<file path="src/rtl/spicart_burst_if.sv">
// ----------------------------------------------------------------------------
// spicart_burst_if
// Bundles the SPI byte-side and cart-side signals of the burst bridge.
//   spi_rx_data/valid/first : byte stream from the SPI slave (into the bridge)
//   spi_tx_data             : byte returned on the next SPI transfer
//   cart_a/din/wr/rd        : cart bus address, write data and 1-cycle strobes
//   cart_dout/cart_busy     : cart read data and back-pressure
//   bridge_busy             : FIFO non-empty, access outstanding or read pending
//   err_ovf/err_unf/err_clr : sticky error flags and their synchronous clear
// The bridge connects through the slave modport; its environment uses master.
// ----------------------------------------------------------------------------
interface spicart_burst_if #(
  parameter int AW = 16
);
  logic [7:0]    spi_rx_data;
  logic          spi_rx_valid;
  logic          spi_rx_first;
  logic [7:0]    spi_tx_data;
  logic [AW-1:0] cart_a;
  logic [7:0]    cart_din;
  logic [7:0]    cart_dout;
  logic          cart_wr;
  logic          cart_rd;
  logic          cart_busy;
  logic          bridge_busy;
  logic          err_ovf;
  logic          err_unf;
  logic          err_clr;

  modport slave (
    input  spi_rx_data, spi_rx_valid, spi_rx_first, cart_dout, cart_busy, err_clr,
    output spi_tx_data, cart_a, cart_din, cart_wr, cart_rd, bridge_busy, err_ovf, err_unf
  );

  modport master (
    output spi_rx_data, spi_rx_valid, spi_rx_first, cart_dout, cart_busy, err_clr,
    input  spi_tx_data, cart_a, cart_din, cart_wr, cart_rd, bridge_busy, err_ovf, err_unf
  );
endinterface

</file>
<file path="src/rtl/spicart_burst.sv">
// ----------------------------------------------------------------------------
// spicart_burst
// SPI-byte to cartridge bus bridge with burst reads/writes.
//   clk  : system clock
//   rst  : asynchronous active-high reset, discards any transaction in flight
//   bus  : spicart_burst_if.slave (SPI byte stream in, cart bus out, errors)
// A command byte (bit7 = write, bit6 = fixed address) is followed by
// ADDR_BYTES address bytes (MSB first), then data bytes. Writes are queued
// in a small FIFO so SPI bytes are absorbed while the cart is busy; reads are
// prefetched so the byte is ready for the following SPI transfer.
// ----------------------------------------------------------------------------
module spicart_burst #(
  parameter int AW         = 16,
  parameter int ADDR_BYTES = 2,
  parameter int WFIFO_LOG2 = 2
) (
  input logic           clk,
  input logic           rst,
  spicart_burst_if.slave bus
);

  localparam int DEPTH = 1 << WFIFO_LOG2;
  localparam int BCW   = (ADDR_BYTES > 1) ? $clog2(ADDR_BYTES) : 1;

  typedef enum logic [1:0] {P_CMD, P_ADDR, P_DATA} pstate_e;
  typedef enum logic       {C_IDLE, C_WAIT}        cstate_e;

  typedef struct packed {
    logic [AW-1:0] addr;
    logic [7:0]    data;
  } wentry_t;

  // Parser state
  pstate_e       pstate_q, pstate_d;
  logic          cmd_wr_q, cmd_wr_d;
  logic          no_inc_q, no_inc_d;
  logic [AW-1:0] addr_q, addr_d;
  logic [BCW-1:0] bcnt_q, bcnt_d;
  logic [AW+7:0] addr_shift;

  // Read request tracking: pending from post until captured; issued marks
  // that the outstanding cart_rd belongs to the current request.
  logic          rd_pend_q;
  logic          rd_issued_q;
  logic [AW-1:0] rd_addr_q;

  // Write FIFO
  wentry_t                fifo_mem [DEPTH];
  logic [WFIFO_LOG2-1:0]  wptr_q, rptr_q;
  logic [WFIFO_LOG2:0]    count_q;
  logic                   fifo_empty, fifo_full;

  // Cart side
  cstate_e       cstate_q;
  logic [AW-1:0] cart_a_q;
  logic [7:0]    cart_din_q;
  logic          cart_wr_q, cart_rd_q;
  logic [7:0]    tx_q;
  logic          err_ovf_q, err_unf_q;

  // Per-cycle events
  logic push, post, abort, set_ovf, set_unf;
  logic do_pop, do_rd, wait_done, do_capture;

  assign fifo_empty = (count_q == '0);
  // Count only reaches DEPTH when its MSB is set.
  assign fifo_full  = count_q[WFIFO_LOG2];

  assign do_pop     = (cstate_q == C_IDLE) && !fifo_empty && !bus.cart_busy;
  // Reads wait for the FIFO to drain so writes land first.
  assign do_rd      = (cstate_q == C_IDLE) && fifo_empty && rd_pend_q && !bus.cart_busy;
  assign wait_done  = (cstate_q == C_WAIT) && !bus.cart_busy;
  // A request posted or aborted this cycle makes the returning data stale.
  assign do_capture = wait_done && rd_issued_q && !post && !abort;

  assign addr_shift = {addr_q, bus.spi_rx_data};

  // NOTE: every signal gets a default at the top of always_comb so no path
  // leaves it unassigned, which would otherwise infer a latch.
  always_comb begin
    pstate_d = pstate_q;
    cmd_wr_d = cmd_wr_q;
    no_inc_d = no_inc_q;
    addr_d   = addr_q;
    bcnt_d   = bcnt_q;
    push     = 1'b0;
    post     = 1'b0;
    abort    = 1'b0;
    set_ovf  = 1'b0;
    set_unf  = 1'b0;

    if (bus.spi_rx_valid) begin
      if (bus.spi_rx_first) begin
        abort    = 1'b1;
        cmd_wr_d = bus.spi_rx_data[7];
        no_inc_d = bus.spi_rx_data[6];
        addr_d   = '0;
        bcnt_d   = '0;
        pstate_d = P_ADDR;
      end else begin
        case (pstate_q)
          P_ADDR: begin
            addr_d = addr_shift[AW-1:0];
            bcnt_d = bcnt_q + 1'b1;
            if (bcnt_q == BCW'(ADDR_BYTES - 1)) begin
              pstate_d = P_DATA;
              post     = !cmd_wr_q;
            end
          end
          P_DATA: begin
            if (cmd_wr_q) begin
              if (fifo_full) set_ovf = 1'b1;
              else           push    = 1'b1;
            end else if (rd_pend_q) begin
              set_unf = 1'b1;
            end
            if (!no_inc_q) addr_d = addr_q + 1'b1;
            post = !cmd_wr_q;
          end
          default: ;  // no command yet: byte ignored
        endcase
      end
    end
  end

  // NOTE: sequential state uses non-blocking assignments so every flop
  // samples the pre-edge values regardless of statement order.
  always_ff @(posedge clk or posedge rst) begin
    if (rst) begin
      pstate_q    <= P_CMD;
      cmd_wr_q    <= 1'b0;
      no_inc_q    <= 1'b0;
      addr_q      <= '0;
      bcnt_q      <= '0;
      rd_pend_q   <= 1'b0;
      rd_issued_q <= 1'b0;
      rd_addr_q   <= '0;
      wptr_q      <= '0;
      rptr_q      <= '0;
      count_q     <= '0;
      err_ovf_q   <= 1'b0;
      err_unf_q   <= 1'b0;
    end else begin
      pstate_q <= pstate_d;
      cmd_wr_q <= cmd_wr_d;
      no_inc_q <= no_inc_d;
      addr_q   <= addr_d;
      bcnt_q   <= bcnt_d;

      if (push)   wptr_q <= wptr_q + 1'b1;
      if (do_pop) rptr_q <= rptr_q + 1'b1;
      case ({push, do_pop})
        2'b10:   count_q <= count_q + 1'b1;
        2'b01:   count_q <= count_q - 1'b1;
        default: ;
      endcase

      if (abort) begin
        rd_pend_q   <= 1'b0;
        rd_issued_q <= 1'b0;
      end else if (post) begin
        rd_pend_q   <= 1'b1;
        rd_addr_q   <= addr_d;
        rd_issued_q <= 1'b0;
      end else if (do_rd) begin
        rd_issued_q <= 1'b1;
      end else if (do_capture) begin
        rd_pend_q   <= 1'b0;
        rd_issued_q <= 1'b0;
      end

      if (bus.err_clr)   err_ovf_q <= 1'b0;
      else if (set_ovf)  err_ovf_q <= 1'b1;
      if (bus.err_clr)   err_unf_q <= 1'b0;
      else if (set_unf)  err_unf_q <= 1'b1;
    end
  end

  // NOTE: FIFO storage has no reset; occupancy is governed by the pointers
  // and count, so stale contents are never read.
  always_ff @(posedge clk) begin
    if (push) fifo_mem[wptr_q] <= '{addr: addr_q, data: bus.spi_rx_data};
  end

  // Cart access FSM; strobes are decided on a cycle with cart_busy low and
  // appear registered on the next cycle. WAIT always lasts at least one cycle,
  // so write strobes are spaced by two or more cycles.
  always_ff @(posedge clk or posedge rst) begin
    if (rst) begin
      cstate_q   <= C_IDLE;
      cart_a_q   <= '0;
      cart_din_q <= '0;
      cart_wr_q  <= 1'b0;
      cart_rd_q  <= 1'b0;
      tx_q       <= '0;
    end else begin
      cart_wr_q <= 1'b0;
      cart_rd_q <= 1'b0;
      case (cstate_q)
        C_IDLE: begin
          if (do_pop) begin
            cart_a_q   <= fifo_mem[rptr_q].addr;
            cart_din_q <= fifo_mem[rptr_q].data;
            cart_wr_q  <= 1'b1;
            cstate_q   <= C_WAIT;
          end else if (do_rd) begin
            cart_a_q  <= rd_addr_q;
            cart_rd_q <= 1'b1;
            cstate_q  <= C_WAIT;
          end
        end
        C_WAIT: begin
          if (wait_done) begin
            if (do_capture) tx_q <= bus.cart_dout;
            cstate_q <= C_IDLE;
          end
        end
        default: cstate_q <= C_IDLE;
      endcase
    end
  end

  assign bus.spi_tx_data = tx_q;
  assign bus.cart_a      = cart_a_q;
  assign bus.cart_din    = cart_din_q;
  assign bus.cart_wr     = cart_wr_q;
  assign bus.cart_rd     = cart_rd_q;
  assign bus.err_ovf     = err_ovf_q;
  assign bus.err_unf     = err_unf_q;
  assign bus.bridge_busy = !fifo_empty || (cstate_q == C_WAIT) || rd_pend_q;

endmodule
</file>
<file path="src/flat_wrapper.sv">
// flat-port wrapper written by rule: the top's interface ports become plain ports
module spicart_burst_flat 
#(
  parameter int AW         = 16,
  parameter int ADDR_BYTES = 2,
  parameter int WFIFO_LOG2 = 2
)
  (clk, rst, bus_spi_rx_data, bus_spi_rx_valid, bus_spi_rx_first, bus_cart_dout, bus_cart_busy, bus_err_clr, bus_spi_tx_data, bus_cart_a, bus_cart_din, bus_cart_wr, bus_cart_rd, bus_bridge_busy, bus_err_ovf, bus_err_unf);
  spicart_burst_if #(.AW(AW)) bus_i ();
  input logic clk;
  input logic rst;
  input wire logic [$bits(bus_i.spi_rx_data)-1:0] bus_spi_rx_data;
  input wire logic [$bits(bus_i.spi_rx_valid)-1:0] bus_spi_rx_valid;
  input wire logic [$bits(bus_i.spi_rx_first)-1:0] bus_spi_rx_first;
  input wire logic [$bits(bus_i.cart_dout)-1:0] bus_cart_dout;
  input wire logic [$bits(bus_i.cart_busy)-1:0] bus_cart_busy;
  input wire logic [$bits(bus_i.err_clr)-1:0] bus_err_clr;
  output wire logic [$bits(bus_i.spi_tx_data)-1:0] bus_spi_tx_data;
  output wire logic [$bits(bus_i.cart_a)-1:0] bus_cart_a;
  output wire logic [$bits(bus_i.cart_din)-1:0] bus_cart_din;
  output wire logic [$bits(bus_i.cart_wr)-1:0] bus_cart_wr;
  output wire logic [$bits(bus_i.cart_rd)-1:0] bus_cart_rd;
  output wire logic [$bits(bus_i.bridge_busy)-1:0] bus_bridge_busy;
  output wire logic [$bits(bus_i.err_ovf)-1:0] bus_err_ovf;
  output wire logic [$bits(bus_i.err_unf)-1:0] bus_err_unf;
  assign bus_i.spi_rx_data = bus_spi_rx_data;
  assign bus_i.spi_rx_valid = bus_spi_rx_valid;
  assign bus_i.spi_rx_first = bus_spi_rx_first;
  assign bus_i.cart_dout = bus_cart_dout;
  assign bus_i.cart_busy = bus_cart_busy;
  assign bus_i.err_clr = bus_err_clr;
  assign bus_spi_tx_data = bus_i.spi_tx_data;
  assign bus_cart_a = bus_i.cart_a;
  assign bus_cart_din = bus_i.cart_din;
  assign bus_cart_wr = bus_i.cart_wr;
  assign bus_cart_rd = bus_i.cart_rd;
  assign bus_bridge_busy = bus_i.bridge_busy;
  assign bus_err_ovf = bus_i.err_ovf;
  assign bus_err_unf = bus_i.err_unf;
  spicart_burst #(.AW(AW), .ADDR_BYTES(ADDR_BYTES), .WFIFO_LOG2(WFIFO_LOG2)) u_core (.clk(clk), .rst(rst), .bus(bus_i));
endmodule
</file>
<file path="config.mk">
export PLATFORM = sky130hd
export DESIGN_NAME = spicart_burst_flat
export DESIGN_NICKNAME = d
export VERILOG_FILES = /design/src/rtl/spicart_burst_if.sv /design/src/rtl/spicart_burst.sv /design/src/flat_wrapper.sv
export SDC_FILE = /design/constraint.sdc
export NUM_CORES = 1
export LEC_CHECK = 0
export BUFFER_PORTS_ARGS = -buffer_cell sky130_fd_sc_hd__buf_2
export CAP_MARGIN = 20
export CELL_PAD_IN_SITES_DETAIL_PLACEMENT = 2
export CELL_PAD_IN_SITES_GLOBAL_PLACEMENT = 2
export CORE_UTILIZATION = 38
export DETAILED_ROUTE_END_ITERATION = 12
export GPL_TIMING_DRIVEN = 0
export PLACE_DENSITY_LB_ADDON = 0.12
export REMOVE_ABC_BUFFERS = 1
export SYNTH_ARGS = -nofsm -noshare
export SYNTH_HDL_FRONTEND = slang
export SYNTH_SLANG_ARGS = --single-unit
export TNS_END_PERCENT = 1
</file>
<file path="constraint.sdc">
create_clock -name clk -period 2.6 [get_ports clk]
set_input_delay 0.13 -clock clk [delete_from_list [all_inputs] [get_ports clk]]
set_output_delay 0.13 -clock clk [all_outputs]
set_load 0.1 [all_outputs]
</file>
# After elaboration in Yosys (flattened, before gate mapping)
# Memory sizes are Yosys's and may differ from the RTL's.
# Index checks and enable logic that the tools add are counted.
[word_totals] word_cells=120 register_bits=83 inputBits=22 output_inout_bits=37 ramBits=96 memories=1
[mem_list] memory="u_core.fifo_mem" depth=4 width=24 rd=1 rd_clocked_by_memory_dff=0 write_ports=1 line="spicart_burst.sv:48" source="wentry_t fifo_mem [DEPTH];"
[op_classes] n_eq_ne=5 n_mux=54 reduce_logical=33 addsub=6 bitwise_logic=2
[ops] cell="$mux 16" n=5
[ops] cell="$mux 1" n=42
[ops] cell="$pmux 16 s2" n=1
[ops] cell="$add 16x1->16 const B" n=1
[ops] cell="$reduce_and 2->1" n=6
[ops] cell="$reduce_bool 2->1" n=6
[ops] cell="$logic_and 1x1->1" n=9
[ops] cell="$mux 2" n=3
[ops] cell="$pmux 3 s2" n=1
[ops] cell="$reduce_and 3->1" n=2
[ops] cell="$logic_not 1->1" n=5
[ops] cell="$add 2x1->2 const B" n=2
[ops] cell="$eq 2x1->1 const B" n=2
[ops] cell="$eq 2x2->1 const B" n=2
[ops] cell="$pmux 1 s2" n=2
[ops] cell="$reduce_bool 4->1" n=1
[ops] cell="$add 3x1->3 const B" n=1
[ops] cell="$logic_not 3->1" n=1
[ops] cell="$ne 3x1->1 const B" n=1
[ops] cell="$reduce_bool 3->1" n=1
[ops] cell="$sub 3x1->3 const B" n=1
[ops] cell="$logic_or 1x1->1" n=2
[ops] cell="$not 1->1" n=2
[ops] cell="$add 1x1->1 const B" n=1

# Logic depth before layout (Yosys ltp)
[logic_depth] ltp_word=12 mapped_depth=12 ltp_nobuf=11

# Least setup slack after synthesis
# No wires, ideal clock.
[synth_path] path_type="register to register" from="reg u_core.pstate_q[0]" to="mem u_core.fifo_mem[0][0] in the netlist's numbering (enable)" t_required_ps=2217 arrival_time_ps=2153 setup_slack_ps=64 path_buffers=1 stages_incl_launch_ff=7 period_less_slack_ps=2536 setup_time_ps=383 path_cell_list="dfrtp_1 > inv_1 > ha_1 > clkbuf_1 > nand2_1 > nor3_1 > and2_1"
[synth_via] elab_chain_cells=6
[synth_rtl] item="start: declaration" line="spicart_burst.sv:34" source="pstate_e pstate_q, pstate_d;"
[synth_rtl] item="start signal: assignment" line="spicart_burst.sv:144" source="pstate_q <= pstate_d;"
[synth_rtl] item="$eq 2x2->1" line="spicart_burst.sv:101" source="case (pstate_q)"
[synth_rtl] item="$mux 1" line="spicart_burst.sv:101"
[synth_rtl] item="$mux 1" line="spicart_burst.sv:93" source="if (bus.spi_rx_first) begin"
[synth_rtl] item="$mux 1" line="spicart_burst.sv:92" source="if (bus.spi_rx_valid) begin"
[synth_rtl] item="$mux 1" line="spicart_burst.sv:182" source="if (push) fifo_mem[wptr_q] <= '{addr: addr_q, data: bus.spi_rx_data};"
[synth_rtl] item="$mux 1 (not written as such)" line="spicart_burst.sv:182"
[synth_rtl] item="end: declaration" line="spicart_burst.sv:48"
# Every way passes these cells.

# Final worst setup path
[layout_path] from="reg u_core.pstate_q[0]" to="reg u_core.rd_addr_q[2]"
[layout_via] word_cells_on_any_way=9 cone_classes="eq/ne (2); mux (6); reduce/logical (1)"
[layout_rtl] item="$eq 2x2->1 / $eq 2x1->1 (equally long branches)" line="spicart_burst.sv:101"
[layout_rtl] item="$pmux 16 s2 (*)" line="spicart_burst.sv:101"
[layout_rtl] item="$mux 16 (*)" line="spicart_burst.sv:93"
[layout_rtl] item="$mux 16 (*)" line="spicart_burst.sv:92"
[layout_rtl] item="via u_core.addr_d[2]" line="spicart_burst.sv:37" source="logic [AW-1:0] addr_q, addr_d;"
[layout_rtl] item="end signal: assignment" line="spicart_burst.sv:163" source="rd_addr_q <= addr_d;"
[layout_rtl] item="end: declaration" line="spicart_burst.sv:45" source="logic [AW-1:0] rd_addr_q;"
# The timed path passes the listed nets; every way through them passes the cells marked *.
# A chain may end at the register's enable or synchronous reset.

==> summary.md <==
| Metric | Value |
|---|---|
| Status | `finished, final reports clean` |
| CTS tree | `built` |
| RePlAce Congestion | `0.852` |
| Worst Path Buf+Inv | `1` |
| Yosys cell types | `58` |
| Clock share of power | `24.2%` |
| Number of port buffers | `58` |
| Net switching fraction of the power | `43.7%` |
| Top delay family on crit path | `adder cells` |
| H-tree depth | `4` |
| Largest net degree at the start of global routing | `67` |
| Routed WL per cell | `22.7 microns` |
| Area leader, netlist | `edfxtp_1` |
| Drt first pass iters | `4` |
| Synth Area in Simple Gates | `10.5%` |
| Setup WS pre-CTS | `-615 ps` |
| Top post-synthesis cells by area | `edfxtp_1 (39%), dfrtp_1 (28%), mux4_2 (7.2%)` |
| Int Pwr | `6.33 mW` |
| Reg clk slew, reported paths | `70 ps` |
| Async SR Flop Fraction | `46.4%` |
| Initial Util | `39.3%` |
| Post-Syn Area | `7470 sq um` |
| Max Clock Skew | `8.69 ps` |
| Crit share post-route | `93.5%` |
| Startpoint types | `flop` |
| MaxCap Viol Count | `0` |
| Routed WL | `20500 microns` |
| Worst stage delay on the critical path | `640 ps` |
| Adder-Cell Fraction of Synth Area | `1.61%` |
| Die Area | `20200 sq um` |
| Crit end category | `flop` |
| Yosys top cell area share | `38.6%` |
| Initial antenna violation count | `0` |
| Mean Syn Cell Area | `13.5 sq um` |
| CORE AREA | `19000 sq um` |
| # DRC | `0` |
| Ports | `59` |
| Sequential share of power | `37.4%` |
| Pin slew with the least headroom to its limit | `672 ps` |
| Maximum ir drop on the vdd rail | `724 uV` |
| Post-synthesis mux area share | `9.63%` |
| Predominant post-synthesis flop cell | `edfxtp_1` |
| Clock Sink Count | `179` |
| Number of flops mapped to enable cells by yosys | `96` |
| Critical-path cell list | `inv_1, ha_2, nor2b_4, nand2_1, nor3b_1, o32a_1, mux2_2` |
| Fmax | `411 MHz` |
| Gr ovfl total | `0` |
| CTS buffer count | `17` |
| DR vias | `4894` |
| Met1 wire length | `8970 microns` |
| RSZ-0062 raised after global routing | `no` |
| Skew-Pair Late Insertion Delay | `440 ps` |
| Setup crit start | `u_core.pstate_q[0]$_DFFE_PP0P_` |
| Post-route cell area | `8950 sq um` |
| DR WL met2 | `10500 microns` |
| Commonest non-fill, non-tap cell in the layout | `edfxtp_1` |
| Net Switching | `4.92 mW` |
| Post-route minimum period | `2430 ps` |
| Leakage | `3.54 nW` |
| Critical Path RT | `2930 ps` |
| Clock Path Buffers | `2` |
| Fin. Hold Viols | `0` |
| Max-slew violation count | `0` |
| Layout cells sized above 1 | `23.6%` |
| ANT nets after route | `0` |
| Logic gate share of total power | `38.4%` |
| DR vias/cell | `5.42` |
| CP Max Fanout | `20` |
| CP max stage cell | `ha_2` |
| Placed Area | `8090 sq um` |
| Tightest Hold Check Type | `input pin to flop` |
| Synthesized instance count | `554` |
| Combinational family with the most area after synthesis | `simple AND/OR/NAND/NOR gates` |
| Hold Startpoint | `bus_spi_rx_valid` |
| Initial DRC count | `219` |
| Most frequent cells in the layout | `edfxtp_1 (96), dfrtp_1 (82), nand2_1 (62)` |
| Total GRT Usage | `22.4%` |
| Setup ws final | `168 ps` |
| Synth Warn # | `0` |
| Met3 routed WL | `711 microns` |
| Post-synthesis sequential area ratio | `66.4%` |
| Nets | `661` |
| Synth Area in Compound Gates | `8.46%` |
| Area growth syn-to-layout | `19.7%` |
| Reg-to-reg startpoint | `u_core.pstate_q[0]$_DFFE_PP0P_` |
| # setup viols final | `0` |
| Post-Synth XOR/XNOR Area | `0.820%` |
| Critical path class | `flop to flop` |
| Clk Tree Root Cell | `clkbuf_16` |
| Worst slew margin | `55.2%` |
| FF+latch count, synth | `179` |
| CP arrival | `2760 ps` |
| Die extent in y | `142 microns` |
| Die W | `142 microns` |
| Vias in the first global route | `5545` |
| Post-DP HPWL | `13300 microns` |
| Placement row count | `50` |
| Uppermost routed layer | `met4` |
| N_diodes | `0` |
| P per Cell Area | `1260 nW/um^2` |
| First-pass GRT wire length | `32600 microns` |
## synth_stat cells, drive strengths merged (4+ instances only)
| cell | instances |
|---|---|
| inv | 21 |
| nor2 | 55 |
| nand2 | 63 |
| mux4 | 24 |
| nor4 | 5 |
| clkbuf | 13 |
| buf | 12 |
| dfrtp | 83 |
| a31oi | 10 |
| nand3 | 13 |
| nor3 | 6 |
| a22oi | 4 |
| and2 | 8 |
| mux2 | 15 |
| a21oi | 17 |
| edfxtp | 96 |
| o21ai | 32 |
| o22ai | 18 |
| ha | 8 |
| xnor2 | 5 |
## per-layer routing
layer,GRT usage (%),up-vias
li1,-,2207
met1,28.7,2585
met2,37.5,78
met3,4.51,24
met4,8.72,0
met5,0,-
## per-stage QoR
step	setup TNS (ps)	hold slack, ps	util [%]	std cells	power (mW)
2_1_floorplan	0	196	-	529	7.36
3_3_place_gp	-194470	300	42.0	847	8.28
3_5_place_dp	-69100	113	42.5	851	8.55
4_1_cts	0	98.8	47.0	902	11.4
5_1_grt	0	135	47.0	903	11.8
6_report	0	128	47.0	903	11.3
## final timing paths
kind | endpoint | slack, ps | depth (start not counted)
worst max-delay path | u_core.rd_addr_q[2]$_DFFE_PP0P_ | 170 | 7
worst min-delay path | u_core.addr_q[14]$_DFF_PP0_ | 130 | 2
worst max register to register | u_core.rd_addr_q[2]$_DFFE_PP0P_ | 170 | 7
worst min register to register | u_core.bus.cart_din[7]$_DFFE_PP0P_ | 480 | 2
max in group asynchronous | u_core.addr_q[0]$_DFF_PP0_ | 1760 | 4
min in group asynchronous | u_core.bus.cart_a[8]$_DFFE_PP0P_ | 200 | 3
## logic make-up after synthesis
group,count (synthesis)
buffers and inverters,48
multiplexers,40
AND/OR/NAND/NOR,169
adder cells (fa/ha/maj),9
XOR/XNOR,7
flip-flops,179
AO/OA/AOI/OAI,102
## power groups by stage
stage,sequential [mW],clock (mW),combinational (mW)
final,4.22,2.72,4.32
after global routing,4.30,2.89,4.64
after CTS,4.23,2.79,4.37
after detailed placement,4.27,0,4.28
after global placement,4.34,0,3.94
after floorplan,5.77,0,1.59
## state kept, by name (all words and copies together), names as in the netlist, 2 cells and up
| signal | cells |
|---|---|
| u_core.bus.spi_tx_data | 8 |
| u_core.wptr_q | 2 |
| u_core.bus.cart_din | 8 |
| u_core.addr_q | 16 |
| u_core.rptr_q | 2 |
| u_core.bus.cart_a | 16 |
| u_core.pstate_q | 2 |
| u_core.fifo_mem | 96 |
| u_core.rd_addr_q | 16 |
| u_core.count_q | 3 |
## timing repair
action,in CTS,in global routing
hold buffers,19,0
endpoints found under the hold margin,61,0
buffers inserted,0,1
gates resized for setup,13,1
pin swaps,0,1
endpoints found under the setup margin,143,11
## final cells by class
| class | count | area (sq um) |
|---|---|---|
| clock buffers | 17 | 425 |
| clock inverters | 15 | 191 |
| fillers | 1877 | 10100 |
| inverters | 23 | 88.8 |
| multi-input cells | 327 | 2380 |
| flip-flops and latches | 179 | 4960 |
| well taps | 260 | 325 |
| repair buffers | 82 | 574 |
(Power assumes the default switching activity.)
